### config.mk
export PLATFORM = sky130hd
export DESIGN_NAME = irq_ctrl_riscv
export DESIGN_NICKNAME = d
export VERILOG_FILES = /design/src/rtl/irq_ctrl_riscv.sv
export SDC_FILE = /design/constraint.sdc
export NUM_CORES = 1
export LEC_CHECK = 0
export CORE_ASPECT_RATIO = 1.75
export CORE_MARGIN = 4
export CORE_UTILIZATION = 38
export CTS_BUF_LIST = sky130_fd_sc_hd__clkbuf_4
export DETAILED_ROUTE_END_ITERATION = 7
export GPL_TIMING_DRIVEN = 1
export PLACE_DENSITY = 0.88
export SLEW_MARGIN = 20
export SYNTH_ARGS = -nofsm -noshare
export SYNTH_HDL_FRONTEND = slang
export SYNTH_SLANG_ARGS = --single-unit
### constraint.sdc
create_clock -name clk_i -period 4 [get_ports clk_i]
set_input_delay 0.4 -clock clk_i [delete_from_list [all_inputs] [get_ports clk_i]]
set_output_delay 0.4 -clock clk_i [all_outputs]
set_load 0.03 [all_outputs]
### src/rtl/irq_ctrl_riscv.sv
// Machine-mode interrupt sequencer: samples level requests, picks the lowest
// enabled line, raises a trap pulse with mcause, waits for mret, then acks.
module irq_ctrl_riscv #(
  parameter int NUM_IRQ = 16
) (
  input  logic               clk_i,
  input  logic               rst_ni,
  input  logic [NUM_IRQ-1:0] irq_req_i,
  input  logic [31:0]        mie_i,
  input  logic               exception_i,
  input  logic               mret_i,
  output logic               irq_o,
  output logic [31:0]        irq_cause_o,
  output logic [NUM_IRQ-1:0] irq_ret_o,
  output logic               busy_o
);

  localparam int IDW = (NUM_IRQ > 1) ? $clog2(NUM_IRQ) : 1;

  // Handshake: irq_o is a single-cycle request with irq_cause_o valid alongside
  // it; the core needs no ready, the trap is taken the same cycle. irq_ret_o is
  // a single-cycle one-hot strobe that peripherals must honour by dropping
  // their request line.
  typedef enum logic [1:0] {
    IDLE    = 2'd0,
    TRAP    = 2'd1,
    HANDLER = 2'd2,
    ACK     = 2'd3
  } state_t;

  state_t             state;
  logic [NUM_IRQ-1:0] irq_q;
  logic [NUM_IRQ-1:0] pending;
  logic [IDW-1:0]     id_q;
  logic [IDW-1:0]     sel;
  logic               any_pending;

  // Only mie[16 +: NUM_IRQ] matters; the rest of the CSR is consumed here.
  logic [31:0] unused_mie;
  assign unused_mie = mie_i;

  always_comb begin
    pending     = irq_q & mie_i[16 +: NUM_IRQ];
    any_pending = |pending;
    sel         = '0;
    // Scan downwards so the lowest set index is the one that sticks.
    for (int i = NUM_IRQ - 1; i >= 0; i--) begin
      if (pending[i]) sel = IDW'(i);
    end
  end

  always_ff @(posedge clk_i or negedge rst_ni) begin
    if (!rst_ni) begin
      state <= IDLE;
      irq_q <= '0;
      id_q  <= '0;
    end else begin
      irq_q <= irq_req_i;
      unique case (state)
        IDLE: begin
          if (any_pending && !exception_i) begin
            state <= TRAP;
            id_q  <= sel;
          end
        end
        TRAP:    state <= HANDLER;
        HANDLER: if (mret_i) state <= ACK;
        ACK:     state <= IDLE;
        default: state <= IDLE;
      endcase
    end
  end

  // Moore decode from registered state, so reset clears outputs immediately.
  assign irq_o  = (state == TRAP);
  assign busy_o = (state != IDLE);

  always_comb begin
    irq_cause_o = '0;
    if (state == TRAP || state == HANDLER) begin
      irq_cause_o = 32'h8000_0000 | (32'd16 + 32'(id_q));
    end
  end

  always_comb begin
    irq_ret_o = '0;
    for (int i = 0; i < NUM_IRQ; i++) begin
      irq_ret_o[i] = (state == ACK) && (id_q == IDW'(i));
    end
  end

endmodule

==> metrics.md, run 1 <==
| Metric | Value |
|---|---|
| Cell area after layout | `between 1500 and 2000 µm²` |
| Post-synth EDFFs | `0` |
| DIE HEIGHT | `a little under 90 µm` |
| Htree depth | `1` |
| DIE AREA | `approximately 4800 µm²` |
| Post-synthesis simple-gate area fraction | `0.201` |
| Most common cell after layout, fill and taps aside | `clkdlybuf4s50_1` |
| M1 wire length | `891 µm` |
| TritonCTS clock tree | `yes` |
| Fraction of synthesized cell area in xor and xnor cells | `0` |
| Fin cells | `249` |
| NetSw | `approximately 0.44 mW` |
| Compound-Gate Fraction of Synth Area | `0.194` |
| First-pass GRT wire length | `approximately 4.6 mm` |
| Adder-cell area share of the yosys netlist | `0.0442` |
| Leakage | `0.848 nW` |
| WL per Instance | `12.0 µm` |
| Site row count | `29` |
| Num ports | `roughly 100` |
| Final wirelength | `around 3.0 mm` |
| Mapped cell area | `approximately 1400 µm²` |
| Crit path arrival time | `around 2.3 ns` |
| CTS resizes | `0` |
| Startpoint Class | `flop` |
| Starting Density | `0.390` |
| Achievable frequency | `between 300 and 400 MHz` |
| DR vias | `~1200` |
| Sequential cell area | `551 µm²` |
| Layout Nets | `around 260` |
| CP max FO | `4` |
| Max-slew violation count | `0` |
| Metal3 WL | `309 µm` |
| Vias in the first global route | `approximately 1100` |
| Initial DRC count | `27` |
| Final Util | `0.542` |
| Crit path cell chain | `ha_1 -> or3b_2 -> nor3_1 -> clkdlybuf4s50_1` |
| Gate Count Post-Synth | `between 100 and 150` |
| Share of layout cells above drive strength 1 | `0.0887` |
| Min Tclk post-route | `between 2 and 3 ns` |
| Crit-path max cell delay | `about 0.70 ns` |
| Peak supply drop | `between 0.0003 and 0.0004 V` |
| Crit path required time | `3.60 ns` |
| Avg Inst Size Synth | `approximately 9.8 µm²` |
| Root Buffer | `clkbuf_4` |
| Placed inst area | `about 1900 µm²` |
| Outcome | `completed` |
| Highest metal used | `met4` |
| GRT overflow | `0` |
| Largest net degree at the start of global routing | `23` |
| Vias per inst | `approximately 4.7` |
| Port bufs | `59` |
| Post-synthesis mux area share | `0.0106` |
| Setup violations, final | `0` |
| Switching share of power | `0.449` |
| Clk pin slew, worst setup/hold paths | `0.11 ns` |
| RSZ-0062 raised after global routing | `no` |
| Crit end category | `primary output` |
| Final HPWL DP | `about 2.6 mm` |
| Critical path class | `reg2out` |
| DRC errors left | `0` |
| Hold-fix buffers, CTS | `0` |
| MaxCap Viol Count | `0` |
| Antenna violations before repair | `0` |
| Main combinational cell family by area after synthesis | `simple AND/OR/NAND/NOR gates` |
| Antenna cells | `0` |
| DR pass1 iterations | `4` |
| Flop pwr share | `0.320` |
| Layout area overhead | `38.8%` |
| Placeable core area | `between 3000 and 4000 µm²` |
| FILL cells | `approximately 350` |
| Routability cong. | `~0.75` |
| Ys async rst share | `1.00` |
| Die width | `around 54 µm` |
| Power density over cell area | `between 400 and 500 nW/µm²` |
| Top delay family on crit path | `buffers and inverters` |
| Post-CTS setup buffer count | `0` |
| Clk_lat worst skew | `about 0.3 ns` |
| Total negative slack | `0 ns` |
| Comb power frac | `0.582` |
| Seq/Total Area, Yosys | `0.389` |
| Distinct cell type count after synthesis | `33` |
| Inst Count DP | `between 200 and 250` |
| Clock power share | `0.098` |
| Hold Fails Final Rpt | `0` |
| Clock Sink Count | `22` |
| Post-DRT Antenna Nets | `0` |
| Synth top area share | `0.389` |
| Clock buffer depth | `2` |
| Worst Hold Class | `in2async` |
| Worst Clk Skew | `approximately 0.0028 ns` |
| WP buf/inv | `1` |
| Met2 wire len | `~1.7 mm` |
| Yosys warns | `0` |
| Area of the multi-input gates | `around 730 µm²` |
| TritonCTS Buffers | `3` |
| Yosys top cell by area | `dfrtp_1` |
| Commonest non-fill, non-tap cells in the layout | `58 x clkdlybuf4s50_1, 26 x conb_1, 22 x dfrtp_1` |
| Reg-to-reg setup timing slack | `2.37 ns` |
| Overall routing resource usage | `0.128` |
| #FFs+latches synth | `22` |
| Top cells by area, synth | `dfrtp_1 39%, buf_4 14%, a22oi_4 4.5%` |
| Final period utilization | `0.677` |
| Internal power component | `0.541 mW` |
| Crit-path slowest cell | `clkdlybuf4s50_1` |
| Main synth FF type | `dfrtp_1` |
-- metal layers --
| layer | GRT usage | up-vias |
|---|---|---|
| met5 | 0 | - |
| met4 | 0.0385 | 0 |
| met3 | 0.0135 | 4 |
| met2 | 0.253 | 64 |
| met1 | 0.131 | 526 |
| li1 | - | 564 |
-- flip-flops by register name (all words and copies together) (netlist names) --
register	cells
id_q	4
irq_q	16
state	2
-- worst reg2reg max path, stage by stage (launching register included) --
cell and delay (ns):
dfrtp_1 0.43, inv_1 0.11, ha_1 0.21, inv_1 0.07
nor2_1 0.23, o21ai_1 0.19, o31ai_1 0.29
-- kinds of logic (layout without fill, tap and decap cells) --
logic type | Yosys count | count (layout)
simple gates | 55 | 55
buf+inv | 33 | 66
compound gates | 28 | 28
flops | 22 | 22
fa+ha+maj | 5 | 5
other cells | 1 | 26
mux | 1 | 1
-- power groups by stage --
stage / clock, mW / combinational, mW / sequential (mW)
4_1_cts: 0.102 / 0.579 / 0.315
3_3_place_gp: 0 / 0.570 / 0.316
5_1_grt: 0.111 / 0.620 / 0.326
2_1_floorplan: 0 / 0.427 / 0.290
3_5_place_dp: 0 / 0.578 / 0.319
6_report: 0.0966 / 0.572 / 0.314
-- worst paths after layout --
path | start | to | cells after the start
hold / removal | rst_ni | id_q[1] | 1
max in group asynchronous | rst_ni | irq_q[9] | 1
setup reg to reg | state[0] | id_q[2] | 6
setup / recovery | state[0] | irq_ret_o[0] | 4
hold reg to reg | id_q[0] | id_q[0] | 2
min in group clk_i | irq_req_i[14] | irq_q[14] | 1
-- cells in the mapped netlist (all sizes together), types with 2 or more instances --
master	n
a21oi	4
a22oi	8
a31oi	3
and2	7
buf	27
clkbuf	2
dfrtp	22
ha	5
inv	4
nand2	17
nand2b	4
nand3	3
nand3b	2
nand4	2
nor2	14
nor3	4
o211ai	2
o21ai	4
-- layout make-up --
type / instances / share of cell area
multi-input cells: 115 / 0.374
repair buffers: 59 / 0.298
flip-flops and latches: 22 / 0.280
well taps: 46 / 0.0293
clock buffers: 3 / 0.0115
inverters: 4 / 0.00764
-- metrics by stage --
stage | setup WS (ns) | power (mW) | hold slack [ns]
final | 1.29 | 0.983 | 0.0355
after global placement | 1.65 | 0.886 | 0.547
after detailed placement | 1.61 | 0.897 | 0.567
after CTS | 1.26 | 0.996 | 0.515
after global routing | 1.18 | 1.06 | 0.0722
after floorplan | 1.88 | 0.718 | 0.104
No activity file was read; power rests on OpenSTA's default activity.
==> run 2: changes to the inputs <==
--- a/config.mk
+++ b/config.mk
@@ -7,11 +7,11 @@
 export LEC_CHECK = 0
 export CORE_ASPECT_RATIO = 1.75
 export CORE_MARGIN = 4
-export CORE_UTILIZATION = 38
+export CORE_UTILIZATION = 36
 export CTS_BUF_LIST = sky130_fd_sc_hd__clkbuf_4
 export DETAILED_ROUTE_END_ITERATION = 7
 export GPL_TIMING_DRIVEN = 1
-export PLACE_DENSITY = 0.88
+export PLACE_DENSITY = 0.84
 export SLEW_MARGIN = 20
 export SYNTH_ARGS = -nofsm -noshare
 export SYNTH_HDL_FRONTEND = slang
==> constraint.sdc (replaced) <==
create_clock -name clk_i -period 2.6 [get_ports clk_i]
set_input_delay 0.26 -clock clk_i [delete_from_list [all_inputs] [get_ports clk_i]]
set_output_delay 0.26 -clock clk_i [all_outputs]
set_load 0.03 [all_outputs]
==> metrics.md, run 2 (same netlist as run 1, synthesis figures left out) <==
| Metric | Value |
|---|---|
| Outcome | `completed` |
| Num ports | `between 100 and 150` |
| CP max FO | `4` |
| Crit-path max cell delay | `a little under 0.7 ns` |
| MaxCap Viol Count | `0` |
| Die width | `roughly 55 µm` |
| Top flop regs | `irq_q: 16 flops, id_q: 4 flops, state: 2 flops` |
| Site row count | `29` |
| Peak supply drop | `between 0.0004 and 0.0005 V` |
| Placed inst area | `1960 µm²` |
| Initial DRC count | `21` |
| Layout Nets | `between 200 and 300` |
| Clk pin slew, worst setup/hold paths | `around 0.12 ns` |
| Biggest register | `irq_q` |
| Antenna violations before repair | `0` |
| Overall routing resource usage | `0.111` |
| Post-CTS setup buffer count | `0` |
| Power density over cell area | `roughly 760 nW/µm²` |
| Placeable core area | `about 3700 µm²` |
| Vias in the first global route | `around 1100` |
| Final Worst Setup Slack | `just over 0.07 ns` |
| Crit path arrival time | `roughly 2.3 ns` |
| Max-slew violation count | `0` |
| Critical Path Stages | `4` |
| Worst Hold Class | `in2async` |
| Max reg flops | `16` |
| Total negative slack | `0 ns` |
| DRC errors left | `0` |
| TritonCTS clock tree | `yes` |
| Vias per inst | `4.65` |
| Largest net degree at the start of global routing | `23` |
| Layout area overhead | `40.5%` |
| Cell area after layout | `between 1500 and 2000 µm²` |
| Hold WS | `~0.28 ns` |
| Final HPWL DP | `2.61 mm` |
| Worst reg2reg path startpoint | `state[0]` |
| Crit end category | `primary output` |
| Leakage | `0.908 nW` |
| Antenna cells | `0` |
| RR Endpoint | `id_q[2]` |
| Worst Clk Skew | `around 0.0097 ns` |
| DR vias | `approximately 1200` |
| Final wirelength | `between 3 and 4 mm` |
| Clk_lat worst skew | `approximately 0.30 ns` |
| Most common cell after layout, fill and taps aside | `clkdlybuf4s50_1` |
| Port bufs | `59` |
| Root Buffer | `clkbuf_4` |
| Worst Reg-to-Reg Cells | `6` |
| Min Tclk post-route | `2.53 ns` |
| Achievable frequency | `approximately 400 MHz` |
| Overall Power | `1.52 mW` |
| Startpoint Class | `flop` |
| Critical path class | `reg2out` |
| WP buf/inv | `1` |
| Reg-to-reg setup timing slack | `0.99 ns` |
| DP Worst Slack | `0.370 ns` |
| Commonest non-fill, non-tap cells in the layout | `56 x clkdlybuf4s50_1, 26 x conb_1, 22 x dfrtp_1` |
| WL per Instance | `~12 µm` |
| DR pass1 iterations | `4` |
| Setup violations, final | `0` |
| Post-DRT Antenna Nets | `0` |
| Htree depth | `1` |
| First-pass GRT wire length | `about 4.7 mm` |
| Routability cong. | `~0.8` |
| TritonCTS Buffers | `3` |
| FILL cells | `~350` |
| Crit-path slowest cell | `clkdlybuf4s50_1` |
| Crit path required time | `approximately 2.3 ns` |
| Starting Density | `0.383` |
| DIE AREA | `5040 µm²` |
| Crit path cell chain | `ha_1 -> or3b_2 -> nor2_1 -> clkdlybuf4s50_1` |
| Hold Fails Final Rpt | `0` |
| Clock Sink Count | `22` |
| GRT overflow | `0` |
| Final period utilization | `0.972` |
| Clock buffer depth | `2` |
| DIE HEIGHT | `about 91 µm` |
| Top delay family on crit path | `buffers and inverters` |
| Share of layout cells above drive strength 1 | `0.0878` |
## run 2: how the worst max path moves through the flow
stage / slack [ns] / end / startpoint
after floorplan: 0.62 / irq_ret_o[0] / state[0]
after global placement: 0.41 / irq_ret_o[0] / state[0]
after detailed placement: 0.37 / irq_ret_o[0] / state[0]
after CTS: 0.03 / irq_ret_o[0] / state[0]
after global routing: -0.009 / irq_ret_o[4] / state[0]
final: 0.07 / irq_ret_o[4] / state[0]
## run 2: layout make-up
cell class              count  area, µm²  share of cell area
multi-input cells         115        734               0.369
repair buffers             60        606               0.304
flip-flops and latches     22        551               0.277
well taps                  46       57.6              0.0289
clock buffers               3       22.5              0.0113
inverters                   4       15.0             0.00755
clock inverters             1       3.75             0.00189
## run 2: repair_timing
action                                  CTS  global route
hold buffers                              0             0
gates resized for setup                   0             3
endpoints found under the setup margin    0             3
## run 2: per-layer routing
metal  track usage  wire length (µm)  up-vias
li1              -                 -      569
met1        0.0947               935      532
met2         0.245              1780       63
met3        0.0213               281        2
met4        0.0243                15        0
met5             0                 0        -
## run 2: through the flow
stage / util / instances
finish: 0.538 / 251
global route: 0.538 / 251
global placement: 0.528 / 247
CTS: 0.535 / 251
detailed placement: 0.528 / 247
floorplan: - / 170
## run 2: where the power goes
part           leakage [nW]  switching [mW]  internal, mW
clock network        0.0154          0.0968        0.0559
logic                 0.632           0.507         0.378
registers             0.260          0.0790         0.402
## run 2: worst reg2reg max path: cells and delay by family (launching register included)
| family | cells | cell delay, ns |
|---|---|---|
| compound gates | 2 | 0.45 |
| flops | 1 | 0.44 |
| simple gates | 1 | 0.23 |
| fa+ha+maj | 1 | 0.22 |
| buf+inv | 2 | 0.18 |
==> run 3: changes to the inputs <==
--- a/config.mk
+++ b/config.mk
@@ -10,7 +10,6 @@
 export CORE_UTILIZATION = 36
 export CTS_BUF_LIST = sky130_fd_sc_hd__clkbuf_4
 export DETAILED_ROUTE_END_ITERATION = 7
-export GPL_TIMING_DRIVEN = 1
 export PLACE_DENSITY = 0.84
 export SLEW_MARGIN = 20
 export SYNTH_ARGS = -nofsm -noshare
==> results of run 3 <==
The final DEF is identical to that of run 2; final timing and power are the same.
